**config.mk**
```make
export PLATFORM = sky130hd
export DESIGN_NAME = alu_exec_seq
export DESIGN_NICKNAME = d
export VERILOG_FILES = /design/src/rtl/alu_exec_seq_pkg.sv /design/src/rtl/alu_exec_seq_regfile.sv /design/src/rtl/alu_exec_seq.sv
export SDC_FILE = /design/constraint.sdc
export NUM_CORES = 1
export LEC_CHECK = 0
export ABC_AREA = 0
export BUFFER_PORTS_ARGS = -buffer_cell sky130_fd_sc_hd__clkbuf_2
export CORE_MARGIN = 3
export CORE_UTILIZATION = 60
export DETAILED_ROUTE_END_ITERATION = 10
export PLACE_DENSITY = 0.79
export SLEW_MARGIN = 0
export SYNTH_ARGS = -nofsm -noshare
export SYNTH_HDL_FRONTEND = slang
export SYNTH_HIERARCHICAL = 1
export SYNTH_SLANG_ARGS = --single-unit
```
**constraint.sdc**
```tcl
create_clock -name CLK -period 3.2 [get_ports CLK]
set_input_delay 0 -clock CLK [delete_from_list [all_inputs] [get_ports CLK]]
set_output_delay 0 -clock CLK [all_outputs]
set_load 0.1 [all_outputs]
```
**src/rtl/alu_exec_seq_pkg.sv**
```systemverilog
// Shared encodings for the execute sequencer: opcodes, condition codes,
// one-hot ALU selects, PSR flag positions, FSM states and small decode helpers.
package alu_exec_seq_pkg;

  localparam int DATA_W = 16;
  localparam int NREG   = 16;

  localparam logic [2:0] OP_ADD = 3'd0;
  localparam logic [2:0] OP_SUB = 3'd1;
  localparam logic [2:0] OP_CMP = 3'd2;
  localparam logic [2:0] OP_AND = 3'd3;
  localparam logic [2:0] OP_OR  = 3'd4;
  localparam logic [2:0] OP_XOR = 3'd5;
  localparam logic [2:0] OP_MOV = 3'd6;
  localparam logic [2:0] OP_LDI = 3'd7;

  localparam logic [2:0] COND_AL = 3'd0;
  localparam logic [2:0] COND_EQ = 3'd1;
  localparam logic [2:0] COND_NE = 3'd2;
  localparam logic [2:0] COND_CS = 3'd3;
  localparam logic [2:0] COND_CC = 3'd4;
  localparam logic [2:0] COND_NS = 3'd5;
  localparam logic [2:0] COND_LO = 3'd6;
  localparam logic [2:0] COND_FS = 3'd7;

  localparam logic [5:0] SEL_ADD  = 6'b100000;
  localparam logic [5:0] SEL_SUB  = 6'b010000;
  localparam logic [5:0] SEL_CMP  = 6'b001000;
  localparam logic [5:0] SEL_AND  = 6'b000100;
  localparam logic [5:0] SEL_OR   = 6'b000010;
  localparam logic [5:0] SEL_XOR  = 6'b000001;
  localparam logic [5:0] SEL_NONE = 6'b000000;

  localparam int FLG_F = 4;
  localparam int FLG_L = 3;
  localparam int FLG_C = 2;
  localparam int FLG_N = 1;
  localparam int FLG_Z = 0;

  typedef enum logic [1:0] {
    ST_IDLE = 2'd0,
    ST_READ = 2'd1,
    ST_EXEC = 2'd2,
    ST_WB   = 2'd3
  } state_e;

  function automatic logic cond_eval(input logic [2:0] cond, input logic [4:0] flags);
    logic pass;
    case (cond)
      COND_AL: pass = 1'b1;
      COND_EQ: pass = flags[FLG_Z];
      COND_NE: pass = ~flags[FLG_Z];
      COND_CS: pass = flags[FLG_C];
      COND_CC: pass = ~flags[FLG_C];
      COND_NS: pass = flags[FLG_N];
      COND_LO: pass = flags[FLG_L];
      COND_FS: pass = flags[FLG_F];
      default: pass = 1'b0;
    endcase
    return pass;
  endfunction

  function automatic logic [5:0] op_sel(input logic [2:0] op);
    logic [5:0] sel;
    case (op)
      OP_ADD:  sel = SEL_ADD;
      OP_SUB:  sel = SEL_SUB;
      OP_CMP:  sel = SEL_CMP;
      OP_AND:  sel = SEL_AND;
      OP_OR:   sel = SEL_OR;
      OP_XOR:  sel = SEL_XOR;
      default: sel = SEL_NONE;
    endcase
    return sel;
  endfunction

  // SUB and CMP present ~B; the ALU adds the carry-in that completes the negate.
  function automatic logic op_inv_b(input logic [2:0] op);
    return (op == OP_SUB) || (op == OP_CMP);
  endfunction

endpackage

```
**src/rtl/alu_exec_seq_regfile.sv**
```systemverilog
// NREG x DATA_W register file: two asynchronous operand read ports, an
// asynchronous debug read port and one synchronous write port.
module seq_regfile
  import alu_exec_seq_pkg::*;
#(
  parameter int RF_W    = DATA_W,
  parameter int RF_N    = NREG,
  parameter int RF_AW   = $clog2(RF_N)
) (
  input  logic              CLK,
  input  logic              RESET,
  input  logic              i_we,
  input  logic [RF_AW-1:0]  i_waddr,
  input  logic [RF_W-1:0]   i_wdata,
  input  logic [RF_AW-1:0]  i_raddr_a,
  output logic [RF_W-1:0]   o_rdata_a,
  input  logic [RF_AW-1:0]  i_raddr_b,
  output logic [RF_W-1:0]   o_rdata_b,
  input  logic [RF_AW-1:0]  i_dbg_addr,
  output logic [RF_W-1:0]   o_dbg_data
);

  logic [RF_W-1:0] r_mem [RF_N];

  // Storage: synchronous clear, single write port.
  always_ff @(posedge CLK) begin
    if (RESET) begin
      for (int i = 0; i < RF_N; i++) begin
        r_mem[i] <= '0;
      end
    end else if (i_we) begin
      r_mem[i_waddr] <= i_wdata;
    end
  end

  assign o_rdata_a  = r_mem[i_raddr_a];
  assign o_rdata_b  = r_mem[i_raddr_b];
  assign o_dbg_data = r_mem[i_dbg_addr];

endmodule

```
**src/rtl/alu_exec_seq.sv**
```systemverilog
// Four-state execute sequencer ahead of the ALU/PSR: fetches operands from the
// register file, gates the ALU on the PSR condition and writes the result back.
module alu_exec_seq
  import alu_exec_seq_pkg::*;
#(
  parameter int DATA_W = alu_exec_seq_pkg::DATA_W,
  parameter int NREG   = alu_exec_seq_pkg::NREG
) (
  input  logic              CLK,
  input  logic              RESET,
  input  logic              instr_valid,
  input  logic [15:0]       instr,
  output logic              instr_ready,
  output logic [DATA_W-1:0] alu_a,
  output logic [DATA_W-1:0] alu_b,
  output logic [5:0]        alu_sel,
  input  logic [DATA_W-1:0] alu_out,
  input  logic [4:0]        flags_in,
  output logic              done,
  output logic              skipped,
  input  logic [3:0]        dbg_addr,
  output logic [DATA_W-1:0] dbg_data
);

  state_e            r_state;
  state_e            w_next;
  logic [15:0]       r_instr;
  logic [DATA_W-1:0] r_opa;
  logic [DATA_W-1:0] r_opb;
  logic [DATA_W-1:0] r_result;
  logic              r_skip;

  logic [2:0]        w_op;
  logic [2:0]        w_cond;
  logic [3:0]        w_rd;
  logic [3:0]        w_rs;
  logic [DATA_W-1:0] w_imm;
  logic [DATA_W-1:0] w_rdata_d;
  logic [DATA_W-1:0] w_rdata_s;
  logic [DATA_W-1:0] w_exec_result;
  logic              w_cond_pass;
  logic              w_in_exec;
  logic              w_in_wb;
  logic              w_we;
  logic [1:0]        w_unused_rsvd;

  assign w_op          = r_instr[15:13];
  assign w_cond        = r_instr[12:10];
  assign w_unused_rsvd = r_instr[9:8];
  assign w_rd          = r_instr[7:4];
  assign w_rs          = r_instr[3:0];
  assign w_imm         = {{(DATA_W-4){w_rs[3]}}, w_rs};
  assign w_cond_pass   = cond_eval(w_cond, flags_in);

  seq_regfile #(
    .RF_W  (DATA_W),
    .RF_N  (NREG),
    .RF_AW (4)
  ) u_regfile (
    .CLK        (CLK),
    .RESET      (RESET),
    .i_we       (w_we),
    .i_waddr    (w_rd),
    .i_wdata    (r_result),
    .i_raddr_a  (w_rd),
    .o_rdata_a  (w_rdata_d),
    .i_raddr_b  (w_rs),
    .o_rdata_b  (w_rdata_s),
    .i_dbg_addr (dbg_addr),
    .o_dbg_data (dbg_data)
  );

  // Next-state logic.
  always_comb begin
    w_next = r_state;
    case (r_state)
      ST_IDLE: begin
        if (instr_valid) begin
          w_next = ST_READ;
        end else begin
          w_next = ST_IDLE;
        end
      end
      ST_READ: begin
        if (w_cond_pass) begin
          w_next = ST_EXEC;
        end else begin
          w_next = ST_WB;
        end
      end
      ST_EXEC: w_next = ST_WB;
      ST_WB:   w_next = ST_IDLE;
      default: w_next = ST_IDLE;
    endcase
  end

  // Result captured at the end of EXEC: MOV and LDI bypass the ALU.
  always_comb begin
    w_exec_result = alu_out;
    case (w_op)
      OP_MOV:  w_exec_result = r_opb;
      OP_LDI:  w_exec_result = w_imm;
      default: w_exec_result = alu_out;
    endcase
  end

  // State register and per-state latches; reset aborts any instruction in flight.
  always_ff @(posedge CLK) begin
    if (RESET) begin
      r_state  <= ST_IDLE;
      r_instr  <= 16'h0000;
      r_opa    <= '0;
      r_opb    <= '0;
      r_result <= '0;
      r_skip   <= 1'b0;
    end else begin
      r_state <= w_next;
      case (r_state)
        ST_IDLE: begin
          if (instr_valid) begin
            r_instr <= instr;
          end
        end
        ST_READ: begin
          r_opa  <= w_rdata_d;
          r_opb  <= op_inv_b(w_op) ? ~w_rdata_s : w_rdata_s;
          r_skip <= ~w_cond_pass;
        end
        ST_EXEC: r_result <= w_exec_result;
        default: r_skip <= r_skip;
      endcase
    end
  end

  // Outputs are decoded from state and forced low while RESET is held.
  assign w_in_exec   = (r_state == ST_EXEC) && !RESET;
  assign w_in_wb     = (r_state == ST_WB) && !RESET;
  assign instr_ready = (r_state == ST_IDLE) && !RESET;
  assign alu_a       = w_in_exec ? r_opa : '0;
  assign alu_b       = w_in_exec ? r_opb : '0;
  assign alu_sel     = w_in_exec ? op_sel(w_op) : SEL_NONE;
  assign done        = w_in_wb;
  assign skipped     = w_in_wb && r_skip;
  assign w_we        = w_in_wb && !r_skip && (w_op != OP_CMP);

endmodule

```
==> results.sh, run 1 <==
export IMPL_fin_setup_tns_ns=0
export IMPL_layoutNonFillerInstCount=1882
export IMPL_synth_async_reset_ratio_pct=0
export IMPL_worst_setup_path_end_kind="flop"
export IMPL_post_cts_setup_buffer_count=0
export IMPL_hold_viol=0
export IMPL_cpMaxStageDelayCell="sky130_fd_sc_hd__or4b_4"
export IMPL_buffer_ports_inserted=98
export IMPL_start_kind="flop"
export IMPL_num_antenna_cells=0
export IMPL_numCtsBuffers=37
export IMPL_clk_pin_slew_ns=0.06
export IMPL_cts_max_level=2
export IMPL_reg2reg_to="u_regfile/r_mem[1][10]$_SDFFCE_PN0P_"
export IMPL_finalWorstPathRequiredPeriod_ns=2.791
export IMPL_clock_tree_buffer_depth=3
export IMPL_slew_viol_final=0
export IMPL_critPathMaxFanout=16
export IMPL_gr_usage_all_layers_pct=32.14
export IMPL_rows=63
export IMPL_start_util_pct=61.57
export IMPL_yosys_cell_count_top_type="sky130_fd_sc_hd__and2_1"
export IMPL_timing_max_cap_violations=0
export IMPL_grt_antenna_before_repair=0
export IMPL_netlist_top_cells_count="263 x sky130_fd_sc_hd__and2_1, 256 x sky130_fd_sc_hd__edfxtp_1, 192 x sky130_fd_sc_hd__mux4_2, 96 x sky130_fd_sc_hd__a22oi_1, 87 x sky130_fd_sc_hd__nand2_1"
export IMPL_cp_top_family="simple AND/OR/NAND/NOR gates"
export IMPL_post_cts_resized=0
export IMPL_reg2reg_slack_ns=0.41
export IMPL_hold_path_endpoint="r_skip$_SDFFE_PP0P_"
export IMPL_detail_route_vias_per_cell=6.927
export IMPL_min_delay_path_depth=5
export IMPL_synth_enable_flop_cells=256
export IMPL_syn_to_final_growth_pct=15.13
export IMPL_floorplan_die_area_mm2=0.03288
export IMPL_min_delay_start="flags_in[4]"
export IMPL_die_width_um=181.3
export IMPL_post_synth_main_area_contributors="sky130_fd_sc_hd__edfxtp_1 42%, sky130_fd_sc_hd__mux4_2 23%, sky130_fd_sc_hd__and2_1 8.9%, sky130_fd_sc_hd__dfxtp_1 7.1%, sky130_fd_sc_hd__a22oi_1 3.9%"
export IMPL_placed_cells_incl_taps=1786
export IMPL_worst_path_largest_cell_delay_ns=0.54
export IMPL_residual_drc_count=0
export IMPL_ys_seq_elements=321
export IMPL_core_footprint_mm2=0.02995
export IMPL_critical_path_buf_inv_count=1
export IMPL_critical_path_reg2reg_startpoint="r_state[0]$_SDFF_PP0_"
export IMPL_netlist_area_leader_share_pct=41.69
export IMPL_critPathLaunch="r_state[0]$_SDFF_PP0_"
export IMPL_seq_area_frac_synth_pct=48.74
export IMPL_synthesis_yosys_warnings=6
export IMPL_worstPathArrival_ns=2.93
export IMPL_power_static_leakage_nw=7.565
export IMPL_finalWeightedCongestion=0.8526
export IMPL_required_time_of_the_critical_path_ns=3.34
export IMPL_worstSetupPathType="reg -> reg"
export IMPL_timing_final_setup_violations=0
export IMPL_powerDensity_mw_per_mm2=603.0
export IMPL_final_period_utilization_pct=87.23
export IMPL_clock_skew_ns=0.02292
export IMPL_synth_cell_type_count=46
export IMPL_detail_route_antenna_nets=0
export IMPL_synth_net_count=1419
export IMPL_setup_repair_after_global_routing_missed_its_margin="no"
export IMPL_vdd_ir_drop_worst_uv=477.2
export IMPL_synth_top_cell_by_area="sky130_fd_sc_hd__edfxtp_1"
export IMPL_reg2regPathDepth=7
export IMPL_clock_insertion_delay_worst_skew_ns=0.52
export IMPL_tritoncts="done"
export IMPL_routed_via_count=13040
export IMPL_clock_sinks=321
export IMPL_syn_area_mm2=0.01844
export IMPL_timing_critical_path_cells="ha_1 -> nor2b_4 -> nor3b_1 -> buf_4 -> or4b_4 -> nor2_2 -> or2_2"
export IMPL_dominantRegCellSynth="sky130_fd_sc_hd__edfxtp_1"
export IMPL_fin_nets=1515
export IMPL_drt_first_iter_violations=1870
export IMPL_postSynthCellCount=1370
export IMPL_worstMarginPinSlew_ns=1.028
export IMPL_timing_max_slew_rel_slack_pct=31.47
export IMPL_via_count_of_the_first_global_routing_pass=13200
export IMPL_hpwlAfterDp_um=33640
export IMPL_cts_root_buf="sky130_fd_sc_hd__clkbuf_16"
export IMPL_first_pass_iters=5
export IMPL_postRouteWirelength_um=52560
export IMPL_overflow=0
export IMPL_global_route_wire_length_before_repair_um=79900
export IMPL_ioPinCount=101
export IMPL_run_status="complete, no violations"
export IMPL_post_drt_wl_per_cell_um=27.93
export IMPL_syn_area_per_cell_um2=13.46
export IMPL_final_hold_slack_ns=0.04436
export IMPL_drive_gt1_share_pct=31.30
export IMPL_die_height_um=181.3
export IMPL_min_path_type="in -> reg"
export IMPL_highest_clock_frequency_the_design_can_meet_mhz=358.3
export IMPL_grt_start_max_net_pins=46
[layout make-up]
type                            instances  area (um2)
Sequential cell                       321        9001
Multi-Input combinational cell        905        8882
Fill cell                            1922        8722
Timing Repair Buffer                  183        1627
Clock inverter                         14       115.1
Tap cell                              390       488.0
Clock buffer                           51        1051
Inverter                               18       67.56
[metrics by stage]
stage,total power [W],util [%],setup slack [ns],area [um2]
floorplan,0.007671,-,0.1775,18460
global placement,0.008589,65.95,0.5720,19760
detailed placement,0.008683,65.95,0.5342,19760
CTS,0.01277,70.88,0.4584,21230
global route,0.01325,70.88,0.3332,21230
finish,0.01280,70.88,0.4088,21230
[placed cells by master, fill, tap and decap left out, types with 10 or more instances in the layout]
master / instances
sky130_fd_sc_hd__o21ai_0: 26
sky130_fd_sc_hd__nor2_1: 74
sky130_fd_sc_hd__and2_1: 263
sky130_fd_sc_hd__inv_1: 18
sky130_fd_sc_hd__clkbuf_2: 75
sky130_fd_sc_hd__a22oi_1: 96
sky130_fd_sc_hd__and2_2: 17
sky130_fd_sc_hd__or2_2: 16
sky130_fd_sc_hd__a21oi_1: 19
sky130_fd_sc_hd__buf_12: 29
sky130_fd_sc_hd__a211oi_1: 19
sky130_fd_sc_hd__dlygate4sd3_1: 31
sky130_fd_sc_hd__edfxtp_1: 256
sky130_fd_sc_hd__buf_4: 48
sky130_fd_sc_hd__mux2i_1: 19
sky130_fd_sc_hd__clkbuf_16: 39
sky130_fd_sc_hd__xnor2_2: 10
sky130_fd_sc_hd__dfxtp_1: 61
sky130_fd_sc_hd__a211oi_2: 10
sky130_fd_sc_hd__nand2_1: 87
sky130_fd_sc_hd__mux4_2: 192
[sequential cells by signal, summed over array words and instances (netlist names)]
name,flops
u_regfile/r_mem,256
r_opa,16
r_opb,16
r_result,16
r_instr,14
r_state,2
r_skip,1
[per-layer routing]
layer  GRT usage [%]  wire (um)  vias to the layer above
li1                -          -                     5413
met1           41.27      17840                     6476
met2           53.57      26300                      930
met3           4.832       5086                      217
met4           16.79       3327                        0
met5               0          0                        -
[how the worst max path moves through the flow]
stage                                                       to  slack [ns]  cells past startpoint
after floorplan                                     alu_sel[2]        0.18                      6
after global routing      u_regfile/r_mem[2][10]$_SDFFCE_PN0P_        0.33                      7
after detailed placement   u_regfile/r_mem[2][9]$_SDFFCE_PN0P_        0.53                      7
after global placement    u_regfile/r_mem[1][12]$_SDFFCE_PN0P_        0.57                      7
after CTS                 u_regfile/r_mem[2][10]$_SDFFCE_PN0P_        0.46                      7
final                     u_regfile/r_mem[1][10]$_SDFFCE_PN0P_        0.41                      7
[logic make-up (layout without fill, tap and decap cells)]
group / Yosys count / after routing / synth area share, %
AND/OR/NAND/NOR: 493 / 493 / 14.99
adder cells (fa/ha/maj): 5 / 5 / 0.3392
XOR/XNOR: 16 / 16 / 1.167
buffers and inverters: 144 / 266 / 3.209
flip-flops: 321 / 321 / 48.74
multiplexers: 212 / 212 / 24.54
AO/OA/AOI/OAI: 179 / 179 / 7.015
[report_power, final]
part	switching, W	total (W)	internal [W]
combinational	0.00198	0.00333	0.00135
sequential	0.000544	0.00537	0.00483
clock	0.00165	0.00410	0.00245
total	0.00417	0.0128	0.00863
[what timing repair did]
item | CTS | global route
hold endpoints to repair | 31 | 0
hold buffers | 31 | 0
endpoints found under the setup margin | 0 | 0
[worst min-delay path: cells and delay by family]
| family | cells | cell delay, ns |
|---|---|---|
| muxes | 1 | 0.14 |
| and+or+nand+nor | 1 | 0.08 |
| buffers and inverters | 1 | 0.08 |
| AOI/OAI and AO/OA | 2 | 0.22 |
(Power assumes the default switching activity.)
==> run 2, diff against run 1 <==
--- a/config.mk
+++ b/config.mk
@@ -8,9 +8,9 @@
 export ABC_AREA = 0
 export BUFFER_PORTS_ARGS = -buffer_cell sky130_fd_sc_hd__clkbuf_2
 export CORE_MARGIN = 3
-export CORE_UTILIZATION = 60
+export CORE_UTILIZATION = 56
 export DETAILED_ROUTE_END_ITERATION = 10
-export PLACE_DENSITY = 0.79
+export PLACE_DENSITY = 0.77
 export SLEW_MARGIN = 0
 export SYNTH_ARGS = -nofsm -noshare
 export SYNTH_HDL_FRONTEND = slang
==> constraint.sdc (replaced) <==
create_clock -name CLK -period 2.55 [get_ports CLK]
set_input_delay 0 -clock CLK [delete_from_list [all_inputs] [get_ports CLK]]
set_output_delay 0 -clock CLK [all_outputs]
set_load 0.1 [all_outputs]
==> run 2 against run 1 <==
Wire length is 3.2% higher. Final area rose by 2.5%. Clock power grew 26%. Via count rose by 1.1%. Total power rose by 27%. Worst setup slack got worse by 0.31 ns. First-iteration DRC count decreased by 2.3%. Sequential power up 26%. Largest cell class unchanged.
==> results.sh, run 2 (synthesis gave the netlist of run 1 again) <==
export IMPL_run_status="complete, no violations"
export IMPL_placed_cells_incl_taps=1847
export IMPL_clock_tree_buffer_depth=3
export IMPL_regMostFlops="u_regfile/r_mem"
export IMPL_reg2reg_slack_ns=0.15
export IMPL_via_count_of_the_first_global_routing_pass=13730
export IMPL_worst_setup_path_end_kind="output pin"
export IMPL_worstPathArrival_ns=2.45
export IMPL_hpwlAfterDp_um=35050
export IMPL_fin_area_mm2=0.02177
export IMPL_cts_root_buf="sky130_fd_sc_hd__clkbuf_16"
export IMPL_fin_setup_tns_ns=0
export IMPL_grt_antenna_before_repair=0
export IMPL_finalWeightedCongestion=0.8593
export IMPL_start_kind="flop"
export IMPL_setup_repair_after_global_routing_missed_its_margin="no"
export IMPL_clock_sinks=321
export IMPL_tritoncts="done"
export IMPL_final_fill_count=2195
export IMPL_floorplan_die_area_mm2=0.03515
export IMPL_first_pass_iters=8
export IMPL_ioPinCount=101
export IMPL_reg2regPathDepth=6
export IMPL_detail_route_vias_per_cell=6.789
export IMPL_min_path_type="in -> reg"
export IMPL_die_height_um=187.5
export IMPL_finalWorstSetupSlack_ns=0.09828
export IMPL_slew_viol_final=0
export IMPL_clk_pin_slew_ns=0.06
export IMPL_setup_worst_path_end="alu_a[10]"
export IMPL_layout_common_cells="263 x sky130_fd_sc_hd__and2_1, 256 x sky130_fd_sc_hd__edfxtp_1, 192 x sky130_fd_sc_hd__mux4_2"
export IMPL_vdd_ir_drop_worst_uv=589.9
export IMPL_postRouteWirelength_um=54240
export IMPL_sequential_cell_area_mm2=0.009004
export IMPL_timing_final_setup_violations=0
export IMPL_fin_nets=1530
export IMPL_power_static_leakage_nw=7.741
export IMPL_rows=65
export IMPL_flip_flop_count_of_the_largest_register_all_copies_and_words_added=256
export IMPL_hold_viol=0
export IMPL_cpMaxStageDelayCell="sky130_fd_sc_hd__nor2_1"
export IMPL_routed_via_count=13190
export IMPL_finalWorstPathRequiredPeriod_ns=2.452
export IMPL_post_drt_wl_per_cell_um=27.93
export IMPL_clock_skew_ns=0.02040
export IMPL_reg2reg_to="u_regfile/r_mem[0][10]$_SDFFCE_PN0P_"
export IMPL_drive_gt1_share_pct=32.32
export IMPL_post_cts_setup_buffer_count=0
export IMPL_final_hold_slack_ns=0.02401
export IMPL_timing_critical_path_cells="inv_1 -> ha_1 -> inv_1 -> nor2_1 -> buf_4 -> and2_1 -> buf_12"
export IMPL_grt_start_max_net_pins=65
export IMPL_cts_max_level=2
export IMPL_overflow=0
export IMPL_layout_commonest_cell="sky130_fd_sc_hd__and2_1"
export IMPL_detail_route_antenna_nets=0
export IMPL_timing_max_cap_violations=0
export IMPL_numCtsBuffers=36
export IMPL_drt_first_iter_violations=1827
export IMPL_global_route_wire_length_before_repair_um=81080
export IMPL_clock_insertion_delay_worst_skew_ns=0.53
export IMPL_required_time_of_the_critical_path_ns=2.55
export IMPL_worstMarginPinSlew_ns=0.7023
export IMPL_residual_drc_count=0
export IMPL_worst_path_largest_cell_delay_ns=0.44
export IMPL_pre_cts_ws_ns=0.2014
export IMPL_critical_path_most_common_cell="sky130_fd_sc_hd__inv_1"
export IMPL_multi_input_comb_area_mm2=0.008919
export IMPL_critical_path_reg2reg_startpoint="r_state[0]$_SDFF_PP0_"
export IMPL_powerDensity_mw_per_mm2=747.2
export IMPL_highest_clock_frequency_the_design_can_meet_mhz=407.9
export IMPL_timing_max_slew_rel_slack_pct=53.12
export IMPL_dpl_instance_area_mm2=0.02029
export IMPL_buffer_ports_inserted=98
export IMPL_gr_usage_all_layers_pct=30.60
export IMPL_critPathMaxFanout=16
export IMPL_final_period_utilization_pct=96.15
export IMPL_num_antenna_cells=0
export IMPL_syn_to_final_growth_pct=18.03
export IMPL_die_width_um=187.5
export IMPL_start_util_pct=57.55
export IMPL_min_delay_start="RESET"
export IMPL_layoutNonFillerInstCount=1942
export IMPL_critPathLaunch="r_state[0]$_SDFF_PP0_"
export IMPL_worstSetupPathType="reg -> out"
export IMPL_core_footprint_mm2=0.03204
## run 2: changes by cell type in the layout (fill, tap and decap cells not counted), sizes merged
cell / change
clkinvlp: +1
clkinv: +1
buf: +36
clkbuf: -25
bufinv: +2
## run 2: report_power, final
group | internal, W | leakage, nW | total, W | switching (W)
Sequential | 0.00606 | 3.18 | 0.00674 | 0.000673
Combinational | 0.00181 | 4.00 | 0.00436 | 0.00255
Clock | 0.00307 | 0.564 | 0.00517 | 0.00209
Total | 0.0109 | 7.74 | 0.0163 | 0.00532
## run 2: per-stage QoR
step / utilization [%] / total power (W)
after floorplan: - / 0.009639
after CTS: 67.92 / 0.01623
final: 67.93 / 0.01626
after global placement: 63.33 / 0.01095
after global routing: 67.93 / 0.01681
after detailed placement: 63.33 / 0.01108
## run 2: worst min path at each step
| stage | end | slack (ns) | depth (start not counted) |
|---|---|---|---|
| after global routing | r_opb[1]$_SDFFE_PP0P_ | 0.04 | 3 |
| after global placement | r_instr[4]$_SDFFE_PP0P_ | 0.22 | 3 |
| after CTS | r_opa[2]$_SDFFE_PP0P_ | 0.009 | 3 |
| after floorplan | done | 0.10 | 1 |
| final | r_opa[2]$_SDFFE_PP0P_ | 0.02 | 3 |
| after detailed placement | r_instr[5]$_SDFFE_PP0P_ | 0.22 | 3 |
## run 2: final cells by class
type                            instances  share of cell area (%)
Inverter                               18                  0.3104
Clock inverter                         18                  0.9198
Sequential cell                       321                   41.37
Multi-Input combinational cell        905                   40.97
Timing Repair Buffer                  199                   9.519
Tap cell                              435                   2.501
Clock buffer                           46                   4.409
## run 2: what timing repair did
item / in CTS / in global routing
endpoints found under the setup margin: 0 / 7
endpoints found under the hold margin: 31 / 0
gates resized for setup: 0 / 1
hold buffers: 31 / 0
## run 2: layer usage
metal	vias to the layer above	global-route usage, %	share of wire, %	wire, um
met5	-	0	0	0
met4	0	13.80	5.1	2753
met3	189	5.678	11	5710
met2	930	51.04	50	26860
met1	6622	39.47	35	18920
li1	5444	-	-	-
## run 2: critical path, delay by kind of cell (launching register included)
family	cells	cell delay, ns
flip-flops	1	0.33
AND/OR/NAND/NOR	2	0.66
buffers and inverters	4	0.73
adder cells (fa/ha/maj)	1	0.19
==> run 3, diff against run 2 <==
--- a/config.mk
+++ b/config.mk
@@ -8,9 +8,9 @@
 export ABC_AREA = 0
 export BUFFER_PORTS_ARGS = -buffer_cell sky130_fd_sc_hd__clkbuf_2
 export CORE_MARGIN = 3
-export CORE_UTILIZATION = 56
+export CORE_UTILIZATION = 53
 export DETAILED_ROUTE_END_ITERATION = 10
-export PLACE_DENSITY = 0.77
+export PLACE_DENSITY = 0.71
 export SLEW_MARGIN = 0
 export SYNTH_ARGS = -nofsm -noshare
 export SYNTH_HDL_FRONTEND = slang
==> constraint.sdc (replaced) <==
create_clock -name CLK -period 2.5 [get_ports CLK]
set_input_delay 0 -clock CLK [delete_from_list [all_inputs] [get_ports CLK]]
set_output_delay 0 -clock CLK [all_outputs]
set_load 0.1 [all_outputs]
==> run 3 against run 2 <==
The run now ends with hold timing left. Wire length down 1.8%. Clock-buffer cell count is the same. First-iteration DRC count shrank 6.6%. Register-to-register slack worse by 0.04 ns. Critical path depth shrank 1. Via count decreased by 1.7%. Highest routed layer unchanged. Sequential power is 2% higher. Largest cell class unchanged. Clock skew down 0.0020 ns. Core utilization shrank 2.9 points. Final area increased by 1.4%.
==> results.sh, run 3 (synthesis gave the netlist of run 1 again) <==
export IMPL_start_util_pct=54.32
export IMPL_flip_flop_count_of_the_largest_register_all_copies_and_words_added=256
export IMPL_finalWeightedCongestion=0.9073
export IMPL_required_time_of_the_critical_path_ns=2.70
export IMPL_power_share_sequential_pct=40.1
export IMPL_cts_max_level=2
export IMPL_numCtsBuffers=37
export IMPL_buffer_ports_inserted=98
export IMPL_hold_viol=1
export IMPL_gr_usage_all_layers_pct=29.15
export IMPL_timing_max_cap_violations=0
export IMPL_critical_path_reg2reg_startpoint="r_state[0]$_SDFF_PP0_"
export IMPL_rows=67
export IMPL_timing_max_slew_rel_slack_pct=43.16
export IMPL_finalWorstPathRequiredPeriod_ns=2.385
export IMPL_powerDensity_mw_per_mm2=773.7
export IMPL_clk_pin_slew_ns=0.06
export IMPL_start_kind="flop"
export IMPL_global_route_wire_length_before_repair_um=79670
export IMPL_routed_via_count=12960
export IMPL_final_hold_slack_ns=-0.001179
export IMPL_share_comb_of_total_power_pct=26.2
export IMPL_die_width_um=192.5
export IMPL_share_clk_of_total_power_pct=33.7
export IMPL_reg2regPathDepth=6
export IMPL_regMostFlops="u_regfile/r_mem"
export IMPL_hold_path_endpoint="r_skip$_SDFFE_PP0P_"
export IMPL_drive_gt1_share_pct=33.36
export IMPL_overflow=0
export IMPL_detail_route_antenna_nets=0
export IMPL_power_static_leakage_nw=7.865
export IMPL_layout_common_cells="263 x sky130_fd_sc_hd__and2_1, 256 x sky130_fd_sc_hd__edfxtp_1, 192 x sky130_fd_sc_hd__mux4_2"
export IMPL_worst_setup_path_end_kind="flop"
export IMPL_run_status="finished with violations"
export IMPL_cell_internal_pwr_w=0.01157
export IMPL_worstSetupPathType="reg -> reg"
export IMPL_reg2reg_slack_ns=0.11
export IMPL_cts_root_buf="sky130_fd_sc_hd__clkbuf_16"
export IMPL_critPathMaxFanout=16
export IMPL_violations_in_the_final_reports="hold timing"
export IMPL_residual_drc_count=0
export IMPL_reg2reg_to="u_regfile/r_mem[0][14]$_SDFFCE_PN0P_"
export IMPL_timing_final_setup_violations=0
export IMPL_syn_to_final_growth_pct=19.63
export IMPL_die_height_um=192.5
export IMPL_num_antenna_cells=0
export IMPL_final_core_utilization_pct=64.98
export IMPL_layout_commonest_cell="sky130_fd_sc_hd__and2_1"
export IMPL_worstMarginPinSlew_ns=0.8508
export IMPL_min_delay_path_depth=5
export IMPL_tritoncts="done"
export IMPL_hpwlAfterDp_um=35660
export IMPL_p_sw_w=0.005496
export IMPL_first_pass_iters=5
export IMPL_setup_repair_after_global_routing_missed_its_margin="no"
export IMPL_clock_tree_buffer_depth=3
export IMPL_final_period_utilization_pct=95.41
export IMPL_post_drt_wl_per_cell_um=27.10
export IMPL_highest_clock_frequency_the_design_can_meet_mhz=419.2
export IMPL_fin_nets=1537
export IMPL_min_path_type="in -> reg"
export IMPL_slew_viol_final=0
export IMPL_clock_skew_ns=0.01839
export IMPL_drt_first_iter_violations=1706
export IMPL_core_footprint_mm2=0.03395
export IMPL_fin_area_mm2=0.02206
export IMPL_grt_start_max_net_pins=51
export IMPL_floorplan_die_area_mm2=0.03707
export IMPL_via_count_of_the_first_global_routing_pass=13170
export IMPL_postRouteWirelength_um=53250
export IMPL_clock_sinks=321
export IMPL_ioPinCount=101
export IMPL_post_cts_setup_buffer_count=0
export IMPL_vdd_ir_drop_worst_uv=618.1
export IMPL_grt_antenna_before_repair=1
export IMPL_worstPathArrival_ns=2.58
export IMPL_power_share_switching_pct=32.20
export IMPL_clock_insertion_delay_worst_skew_ns=0.53
export IMPL_min_delay_start="flags_in[4]"
export IMPL_dpl_instance_area_mm2=0.02045
export IMPL_detail_route_vias_per_cell=6.594
run 3: what timing repair did:
item	4_1_cts	5_1_grt
endpoints found under the setup margin	0	10
hold endpoints to repair	31	0
resized for setup	0	1
hold buffers	31	0
run 3: metrics by stage:
step                total power [W]  instances  hold WS (ns)  TNS, ns  worst slack (ns)
floorplan                  0.009832       1370        0.1038   -11.31           -0.5204
global placement            0.01126       1866        0.2156        0            0.1743
detailed placement          0.01135       1866        0.2290        0            0.1445
CTS                         0.01709       1965      0.001208        0           0.02999
global route                0.01766       1965       0.03029        0           0.03833
finish                      0.01707       1965     -0.001179        0            0.1147
run 3: worst max path at each step:
| stage | from | slack [ns] | endpoint | cells after the start |
|---|---|---|---|---|
| 3_3_place_gp | r_state[0]$_SDFF_PP0_ | 0.17 | u_regfile/r_mem[0][12]$_SDFFCE_PN0P_ | 6 |
| 3_5_place_dp | r_state[0]$_SDFF_PP0_ | 0.14 | u_regfile/r_mem[0][10]$_SDFFCE_PN0P_ | 6 |
| 2_1_floorplan | r_state[0]$_SDFF_PP0_ | -0.52 | alu_sel[2] | 6 |
| 4_1_cts | r_state[0]$_SDFF_PP0_ | 0.03 | alu_sel[4] | 6 |
| 5_1_grt | r_state[0]$_SDFF_PP0_ | 0.04 | u_regfile/r_mem[0][14]$_SDFFCE_PN0P_ | 6 |
| 6_report | r_state[0]$_SDFF_PP0_ | 0.11 | u_regfile/r_mem[0][14]$_SDFFCE_PN0P_ | 6 |
run 3: routing by layer:
metal / part of all wire (%) / wire (um) / global-route usage [%]
met1: 37 / 19750 / 38.76
met2: 49 / 26100 / 47.59
met3: 8.6 / 4594 / 4.342
met4: 5.3 / 2796 / 13.87
met5: 0 / 0 / 0
run 3: power by group through the flow:
stage | clock network [W] | logic [W] | registers [W]
2_1_floorplan | 0 | 0.00329 | 0.00654
3_3_place_gp | 0 | 0.00434 | 0.00691
3_5_place_dp | 0 | 0.00441 | 0.00695
4_1_cts | 0.00579 | 0.00445 | 0.00684
5_1_grt | 0.00602 | 0.00472 | 0.00692
6_report | 0.00576 | 0.00447 | 0.00685
run 3: critical path, stage by stage, from the launching register on:
cell                      delay [ns]
sky130_fd_sc_hd__dfxtp_2        0.34
sky130_fd_sc_hd__ha_1           0.15
sky130_fd_sc_hd__nor2b_4        0.15
sky130_fd_sc_hd__nor3b_4        0.29
sky130_fd_sc_hd__or4b_4         0.59
sky130_fd_sc_hd__nor3_4         0.20
sky130_fd_sc_hd__or2_4          0.32
run 3: layout make-up:
| cell class | count | area (um2) |
|---|---|---|
| clock buffer | 46 | 1054 |
| clock inverter | 22 | 245.2 |
| fill | 2450 | 11890 |
| inverter | 18 | 67.56 |
| multi-input combinational | 905 | 8924 |
| sequential | 321 | 9004 |
| tap | 448 | 560.5 |
| timing repair buffer | 205 | 2207 |
